### config.mk
export PLATFORM = sky130hd
export DESIGN_NAME = motion_seg_seq
export DESIGN_NICKNAME = d
export VERILOG_FILES = /design/src/rtl/motion_seg_seq.sv
export SDC_FILE = /design/constraint.sdc
export NUM_CORES = 1
export LEC_CHECK = 0
export ABC_AREA = 1
export BUFFER_PORTS_ARGS = -buffer_cell sky130_fd_sc_hd__buf_2
export CAP_MARGIN = 10
export CORE_MARGIN = 8
export CORE_UTILIZATION = 25
export CTS_BUF_LIST = sky130_fd_sc_hd__clkbuf_4
export CTS_CLUSTER_SIZE = 8
export DETAILED_ROUTE_END_ITERATION = 7
export GPL_TIMING_DRIVEN = 0
export PLACE_DENSITY_LB_ADDON = 0.2
export SETUP_SLACK_MARGIN = 0.4
export SYNTH_ARGS = -nofsm -noshare
export SYNTH_HDL_FRONTEND = slang
export SYNTH_SLANG_ARGS = --single-unit
### constraint.sdc
create_clock -name clk -period 4.9 [get_ports clk]
set_input_delay 0.49 -clock clk [delete_from_list [all_inputs] [get_ports clk]]
set_output_delay 0.49 -clock clk [all_outputs]
set_load 0.02 [all_outputs]
### src/rtl/motion_seg_seq.sv
// motion_seg_seq: queues motion segments and sequences them onto a step generator (period, dir, enable).
// Latency: command accepted on cycle N reaches LOAD at N+2 and RUN (sg_en high) at N+3; a direction flip adds DIR_SETUP settle cycles.
// Backpressure: cmd_ready drops while the FIFO_DEPTH-entry segment queue is full; abort flushes the queue and blocks that cycle's push.
// Build option: define MOTION_SEG_SEQ_POS_EN to add the signed step position counter on pos (otherwise pos is tied to 0).

// Generic segment store with occupancy count and synchronous flush; head word is read combinationally.
module motion_seg_fifo #(
    parameter int WIDTH = 8,
    parameter int DEPTH = 8
) (
    input  logic                   clk,
    input  logic                   reset_n,
    input  logic                   flush,
    input  logic                   push,
    input  logic [WIDTH-1:0]       push_dat,
    input  logic                   pop,
    output logic [WIDTH-1:0]       head_dat,
    output logic [$clog2(DEPTH):0] level
);
    localparam int AW = $clog2(DEPTH);
    localparam logic [AW:0]   LEVEL_FULL = (AW+1)'(DEPTH);
    localparam logic [AW:0]   LEVEL_ONE  = (AW+1)'(1);
    localparam logic [AW-1:0] PTR_ONE    = AW'(1);

    logic [WIDTH-1:0] mem [DEPTH];
    logic [AW-1:0]    wr_ptr;
    logic [AW-1:0]    rd_ptr;
    logic             do_push;
    logic             do_pop;

    assign do_push  = push && (level != LEVEL_FULL);
    assign do_pop   = pop && (level != '0);
    assign head_dat = mem[rd_ptr];

    // storage array: written on an accepted push, contents need no reset
    always_ff @(posedge clk) begin
        if (do_push) begin
            mem[wr_ptr] <= push_dat;
        end
    end

    // pointers and occupancy; flush empties the queue in one cycle
    always_ff @(posedge clk or negedge reset_n) begin
        if (!reset_n) begin
            wr_ptr <= '0;
            rd_ptr <= '0;
            level  <= '0;
        end else if (flush) begin
            wr_ptr <= '0;
            rd_ptr <= '0;
            level  <= '0;
        end else begin
            if (do_push) begin
                wr_ptr <= wr_ptr + PTR_ONE;
            end
            if (do_pop) begin
                rd_ptr <= rd_ptr + PTR_ONE;
            end
            case ({do_push, do_pop})
                2'b10:   level <= level + LEVEL_ONE;
                2'b01:   level <= level - LEVEL_ONE;
                default: level <= level;
            endcase
        end
    end
endmodule

module motion_seg_seq #(
    parameter int FIFO_DEPTH = 8,
    parameter int DIR_SETUP  = 100
) (
    input  logic                        clk,
    input  logic                        reset_n,
    input  logic                        cmd_valid,
    output logic                        cmd_ready,
    input  logic [31:0]                 cmd_period,
    input  logic [23:0]                 cmd_steps,
    input  logic                        cmd_dir,
    input  logic                        run_en,
    input  logic                        abort,
    input  logic                        step_pulse,
    output logic [31:0]                 sg_period,
    output logic                        sg_dir,
    output logic                        sg_en,
    output logic [23:0]                 steps_left,
    output logic [$clog2(FIFO_DEPTH):0] fifo_level,
    output logic                        seg_done,
    output logic signed [31:0]          pos
);
    localparam int LW = $clog2(FIFO_DEPTH) + 1;
    localparam logic [LW-1:0] LEVEL_FULL  = LW'(FIFO_DEPTH);
    localparam logic [LW-1:0] LEVEL_ONE   = LW'(1);
    localparam logic [31:0]   SETTLE_LAST = 32'(DIR_SETUP - 1);
    localparam logic [23:0]   STEPS_ONE   = 24'd1;

    typedef struct packed {
        logic        dir;
        logic [23:0] steps;
        logic [31:0] period;
    } seg_t;

    typedef enum logic [1:0] {
        IDLE,
        LOAD,
        SETTLE,
        RUN
    } state_t;

    state_t      state;
    state_t      state_nxt;
    seg_t        push_seg;
    seg_t        head;
    logic        seg_push;
    logic        seg_pop;
    logic [31:0] settle_cnt;
    logic [31:0] settle_cnt_nxt;
    logic [31:0] sg_period_nxt;
    logic        sg_dir_nxt;
    logic        sg_en_nxt;
    logic [23:0] steps_left_nxt;
    logic        seg_done_nxt;
    logic        head_seamless;

    assign push_seg  = '{dir: cmd_dir, steps: cmd_steps, period: cmd_period};
    assign cmd_ready = (fifo_level != LEVEL_FULL);
    assign seg_push  = cmd_valid && cmd_ready && !abort;

    motion_seg_fifo #(
        .WIDTH ($bits(seg_t)),
        .DEPTH (FIFO_DEPTH)
    ) u_seg_fifo (
        .clk      (clk),
        .reset_n  (reset_n),
        .flush    (abort),
        .push     (seg_push),
        .push_dat (push_seg),
        .pop      (seg_pop),
        .head_dat (head),
        .level    (fifo_level)
    );

    // next head can take over without dropping sg_en only if it keeps the current direction
    assign head_seamless = run_en && (fifo_level != '0) && (head.steps != '0) && (head.dir == sg_dir);

    // state and every output register; async reset drops sg_en without waiting for a clock edge
    always_ff @(posedge clk or negedge reset_n) begin
        if (!reset_n) begin
            state      <= IDLE;
            settle_cnt <= '0;
            sg_period  <= '0;
            sg_dir     <= 1'b0;
            sg_en      <= 1'b0;
            steps_left <= '0;
            seg_done   <= 1'b0;
        end else begin
            state      <= state_nxt;
            settle_cnt <= settle_cnt_nxt;
            sg_period  <= sg_period_nxt;
            sg_dir     <= sg_dir_nxt;
            sg_en      <= sg_en_nxt;
            steps_left <= steps_left_nxt;
            seg_done   <= seg_done_nxt;
        end
    end

    // next-state and next-output decode; abort overrides every state
    always_comb begin
        state_nxt      = state;
        settle_cnt_nxt = settle_cnt;
        sg_period_nxt  = sg_period;
        sg_dir_nxt     = sg_dir;
        sg_en_nxt      = sg_en;
        steps_left_nxt = steps_left;
        seg_done_nxt   = 1'b0;
        seg_pop        = 1'b0;
        if (abort) begin
            state_nxt      = IDLE;
            sg_en_nxt      = 1'b0;
            steps_left_nxt = '0;
        end else begin
            case (state)
                IDLE: begin
                    sg_en_nxt = 1'b0;
                    if (run_en && (fifo_level != '0)) begin
                        state_nxt = LOAD;
                    end
                end
                LOAD: begin
                    sg_en_nxt = 1'b0;
                    if (fifo_level == '0) begin
                        state_nxt = IDLE;
                    end else begin
                        seg_pop = 1'b1;
                        if (head.steps == '0) begin
                            // empty segment: drop it and look at the next one if any
                            state_nxt = (fifo_level > LEVEL_ONE) ? LOAD : IDLE;
                        end else begin
                            sg_period_nxt  = head.period;
                            steps_left_nxt = head.steps;
                            if (head.dir != sg_dir) begin
                                sg_dir_nxt     = head.dir;
                                settle_cnt_nxt = SETTLE_LAST;
                                state_nxt      = SETTLE;
                            end else begin
                                sg_en_nxt = 1'b1;
                                state_nxt = RUN;
                            end
                        end
                    end
                end
                SETTLE: begin
                    sg_en_nxt = 1'b0;
                    if (settle_cnt == '0) begin
                        sg_en_nxt = 1'b1;
                        state_nxt = RUN;
                    end else begin
                        settle_cnt_nxt = settle_cnt - 32'd1;
                    end
                end
                RUN: begin
                    sg_en_nxt = 1'b1;
                    if (step_pulse) begin
                        if (steps_left > STEPS_ONE) begin
                            steps_left_nxt = steps_left - STEPS_ONE;
                        end else begin
                            seg_done_nxt   = 1'b1;
                            steps_left_nxt = '0;
                            if (head_seamless) begin
                                seg_pop        = 1'b1;
                                sg_period_nxt  = head.period;
                                steps_left_nxt = head.steps;
                            end else if (run_en && (fifo_level != '0)) begin
                                sg_en_nxt = 1'b0;
                                state_nxt = LOAD;
                            end else begin
                                sg_en_nxt = 1'b0;
                                state_nxt = IDLE;
                            end
                        end
                    end
                end
                default: begin
                    sg_en_nxt = 1'b0;
                    state_nxt = IDLE;
                end
            endcase
        end
    end

`ifdef MOTION_SEG_SEQ_POS_EN
    logic pos_step;

    assign pos_step = (state == RUN) && step_pulse && !abort;

    // position follows every step accepted in RUN, wrapping modulo 2^32; cleared only by reset
    always_ff @(posedge clk or negedge reset_n) begin
        if (!reset_n) begin
            pos <= '0;
        end else if (pos_step) begin
            pos <= sg_dir ? (pos + 32'sd1) : (pos - 32'sd1);
        end
    end
`else
    assign pos = '0;
`endif

endmodule
==> results by group <==
Worst setup path
  • CP peak stage delay: 610 ps
  • Setup CP Type: flop to flop
  • Slowest-stage cell, CP: clkbuf_1
  • Critical path arrival: 4450 ps
  • Critical Path Source Type: flop
  • WP data required: 5700 ps
  • Critical path peak fanout: 10
  • Worst setup EP type: flop
  • CP Cell Sequence: buf_4 > clkbuf_1 > nand2_1 > nand3_1 > nand3_1 > nand2_1 > nand2_1 > nor2_1 > nand2_1 > nor2_2 > nand2_1 > nand2_1 > nor2_1 > nand2_2 > nand2_4 > nand2_4 > inv_4 > buf_6 > nand2_1 > nand2_1
  • Cell mode on critical path: nand2_1

Power
  • Peak supply drop: 0.0002395 V
  • Lkg Pwr: 12.27 nW
  • Pwr Density: 482.3 nW/um^2

Global route
  • Tot GR Track Use: 14.39%
  • Global-route wire length before repair: 117.6 mm
  • Largest net degree at the start of global routing: 79
  • Antenna violations before repair: 8
  • Vias in the first global route: 18860
  • GR Overflow Total: 0

Final layout
  • Area occupied by multi-input gates: 6810 sq um
  • Fillers: 9980
  • Nets: 2769
  • Post-route cell area: 29930 sq um
  • Storage cell area: 16270 sq um
  • Layout cells sized above 1: 17.98%
  • Area Overhead vs Synth: 23.04%

Yosys
  • Seq/Total Area, Yosys: 66.89%
  • Primary FF master, synth: edfxtp_1
  • Most frequent cell after synthesis: nand2_1
  • Post-synth ARST share: 18.43%
  • Gate Count Post-Synth: 2302
  • Distinct cells, synth: 39
  • Ys Warns: 0
  • Flops & latches, synth: 559
  • Post-synth EDFFs: 456
  • Synth top area cells: edfxtp_1 56%, dfrtp_1 11%, nand2_1 10%
  • Synthesized cell area: 24320 sq um
  • Yosys top cell by area: edfxtp_1
  • Top cells by count, synth: 653 x nand2_1, 456 x edfxtp_1, 212 x nor2_1
  • Synth Area per Inst: 10.57 sq um
  • Post-synth top area share: 56.29%

Clock network
  • Clock Tree Root: clkbuf_4
  • Post CTS Setup Buffer Count: 0
  • Clk sink count: 559
  • Post_cts resized: 0
  • Maximum buffer depth of the clock tree: 3
  • CTS buffer count: 151
  • Clock Latency Late Sink: 980 ps
  • Clock-pin slew on the worst setup and hold paths: 60 ps
  • Post-CTS Hold Fix Bufs: 65
  • H-tree Lvls: 4
  • CTS tree: built

Job
  • Max Cap Viol: 0

Floorplan
  • Core Rows: 114
  • Die span in y: 327.9 microns
  • Die Width: 327.9 microns
  • DIE AREA: 107500 sq um
  • Core area: 96570 sq um
  • Starting Density: 25.19%
  • # IOs: 159

Routing
  • Via count: 18300
  • Drc violations: 0
  • Total wire length: 78.33 mm
  • Via-to-Cell Ratio: 4.463
  • Iteration-0 DRC Markers: 1385
  • First-pass iteration count of the detailed router: 5
  • Drt wl/cell: 19.11 microns
  • Routed Antenna Nets: 0

STA
  • Setup Skew: 87.55 ps
  • Final setup fails: 0
  • Min Tclk post-route: 3649 ps
  • RSZ-0062 raised after global routing: false
  • Final worst path period share: 74.48%
  • Setup tns final: 0 ps
  • Tightest Pin Transition: 916.6 ps
  • Slew margin rel.: 38.75%
  • Final Max Slew Viols: 0
  • Worst hold margin: 347.7 ps
  • Final Hold Violating Endpoints: 0
  • Max frequency: 274.0 MHz

Min path
  • Hold Path Class: input port to flop

Placed design
  • Post-DP HPWL: 52.11 mm
  • Gpl congestion: 0.8042
  • Dpl cell area: 27200 sq um
  • Port Buffers: 126

Outcome
  • Status: completed
cells by family (layout without fill, tap and decap cells):
| group | Yosys count | count (layout) | share of synthesized area [%] |
|---|---|---|---|
| compound gates | 328 | 328 | 7.901 |
| xor+xnor | 30 | 30 | 1.111 |
| fa+ha+maj | 8 | 8 | 0.4115 |
| buf+inv | 310 | 797 | 5.838 |
| flops | 559 | 559 | 66.89 |
| other cells | 1 | 36 | 0.01542 |
| simple gates | 1066 | 1066 | 17.83 |
routing by layer:
layer  wire [microns]  vias to the layer above  share of wire (%)  track usage, %
met1            34130                     8900                 44           18.07
met4             1608                        8                2.1           4.906
li1                 -                     8723                  -               -
met3             4340                      129                5.5           3.048
met2            38200                      539                 49           24.47
met5               52                        -              0.066               0
per-stage QoR:
| step | util [%] | power [mW] | instances | setup slack [ps] |
|---|---|---|---|---|
| finish | 30.99 | 14.43 | 4100 | 1251 |
| global route | 30.99 | 15.41 | 4100 | 907.6 |
| CTS | 30.98 | 14.69 | 4096 | 1176 |
| detailed placement | 28.17 | 10.12 | 3756 | 1213 |
| global placement | 27.62 | 10.07 | 3735 | -2717 |
| floorplan | - | 8.530 | 2333 | 524.8 |
critical path: cells and delay by family, from the launching register on:
kind | cells | cell delay (ps)
AND/OR/NAND/NOR | 16 | 2010
buffers and inverters | 4 | 1080
flip-flops | 1 | 350
cell usage in the layout, fill, tap and decap left out, types with 3 or more instances in the layout:
cell type and count:
nand2_1 653, edfxtp_1 456, clkbuf_4 235, nor2_1 204, o21ai_0 159, inv_1 158, buf_2 151, nand3_1 123
dfrtp_1 103, dlygate4sd3_1 64, a21oi_1 58, clkbuf_1 51, buf_4 47, o22ai_1 34, a32o_1 32, conb_1 32
nand4_1 30, clkinv_1 28, nor3_1 24, xor2_1 24, buf_12 16, o211ai_1 15, o21ai_1 14, buf_1 13
o31ai_1 12, nor2_4 8, ha_1 8, inv_2 7, buf_6 7, nor4_1 7, or2_2 6, buf_16 6
xnor2_1 5, diode_2 4, bufinv_16 4, nor2_2 3, clkinvlp_4 3
path summary, 6_finish.rpt:
| path | start | end | slack, ps | cells after the start |
|---|---|---|---|---|
| max | u_seg_fifo.rd_ptr[0]$_DFFE_PN0P_ | sg_period[13]$_DFFE_PN0P_ | 1250 | 20 |
| min | cmd_period[5] | u_seg_fifo.mem[0][5]$_DFFE_PP_ | 350 | 2 |
| max reg2reg | u_seg_fifo.rd_ptr[0]$_DFFE_PN0P_ | sg_period[13]$_DFFE_PN0P_ | 1250 | 20 |
| min reg2reg | sg_period[23]$_DFFE_PN0P_ | sg_period[23]$_DFFE_PN0P_ | 480 | 2 |
| max in group asynchronous | reset_n | sg_period[10]$_DFFE_PN0P_ | 3780 | 4 |
| min in group asynchronous | reset_n | steps_left[17]$_DFFE_PN0P_ | 590 | 4 |
report_power, final:
group          internal (mW)  total, mW  switching [mW]
logic                   1.29       4.32            3.03
clock network           2.40       4.40            2.00
registers               5.47       5.72           0.245
final cells by class:
cell class	count	share of cell area [%]
timing repair buffer	212	5.890
multi-input combinational	1464	22.75
clock inverter	40	0.9866
buffer	143	2.642
clock buffer	235	5.894
antenna	4	0.03344
sequential	559	54.36
tap	1276	5.334
inverter	167	2.103
registers in the layout, indices dropped and copies added (netlist names):
name,cells
sg_dir,1
settle_cnt,32
seg_done,1
sg_en,1
steps_left,24
u_seg_fifo.level,4
u_seg_fifo.wr_ptr,3
sg_period,32
state,2
u_seg_fifo.rd_ptr,3
u_seg_fifo.mem,456
No activity file was read; power rests on OpenSTA's default activity.
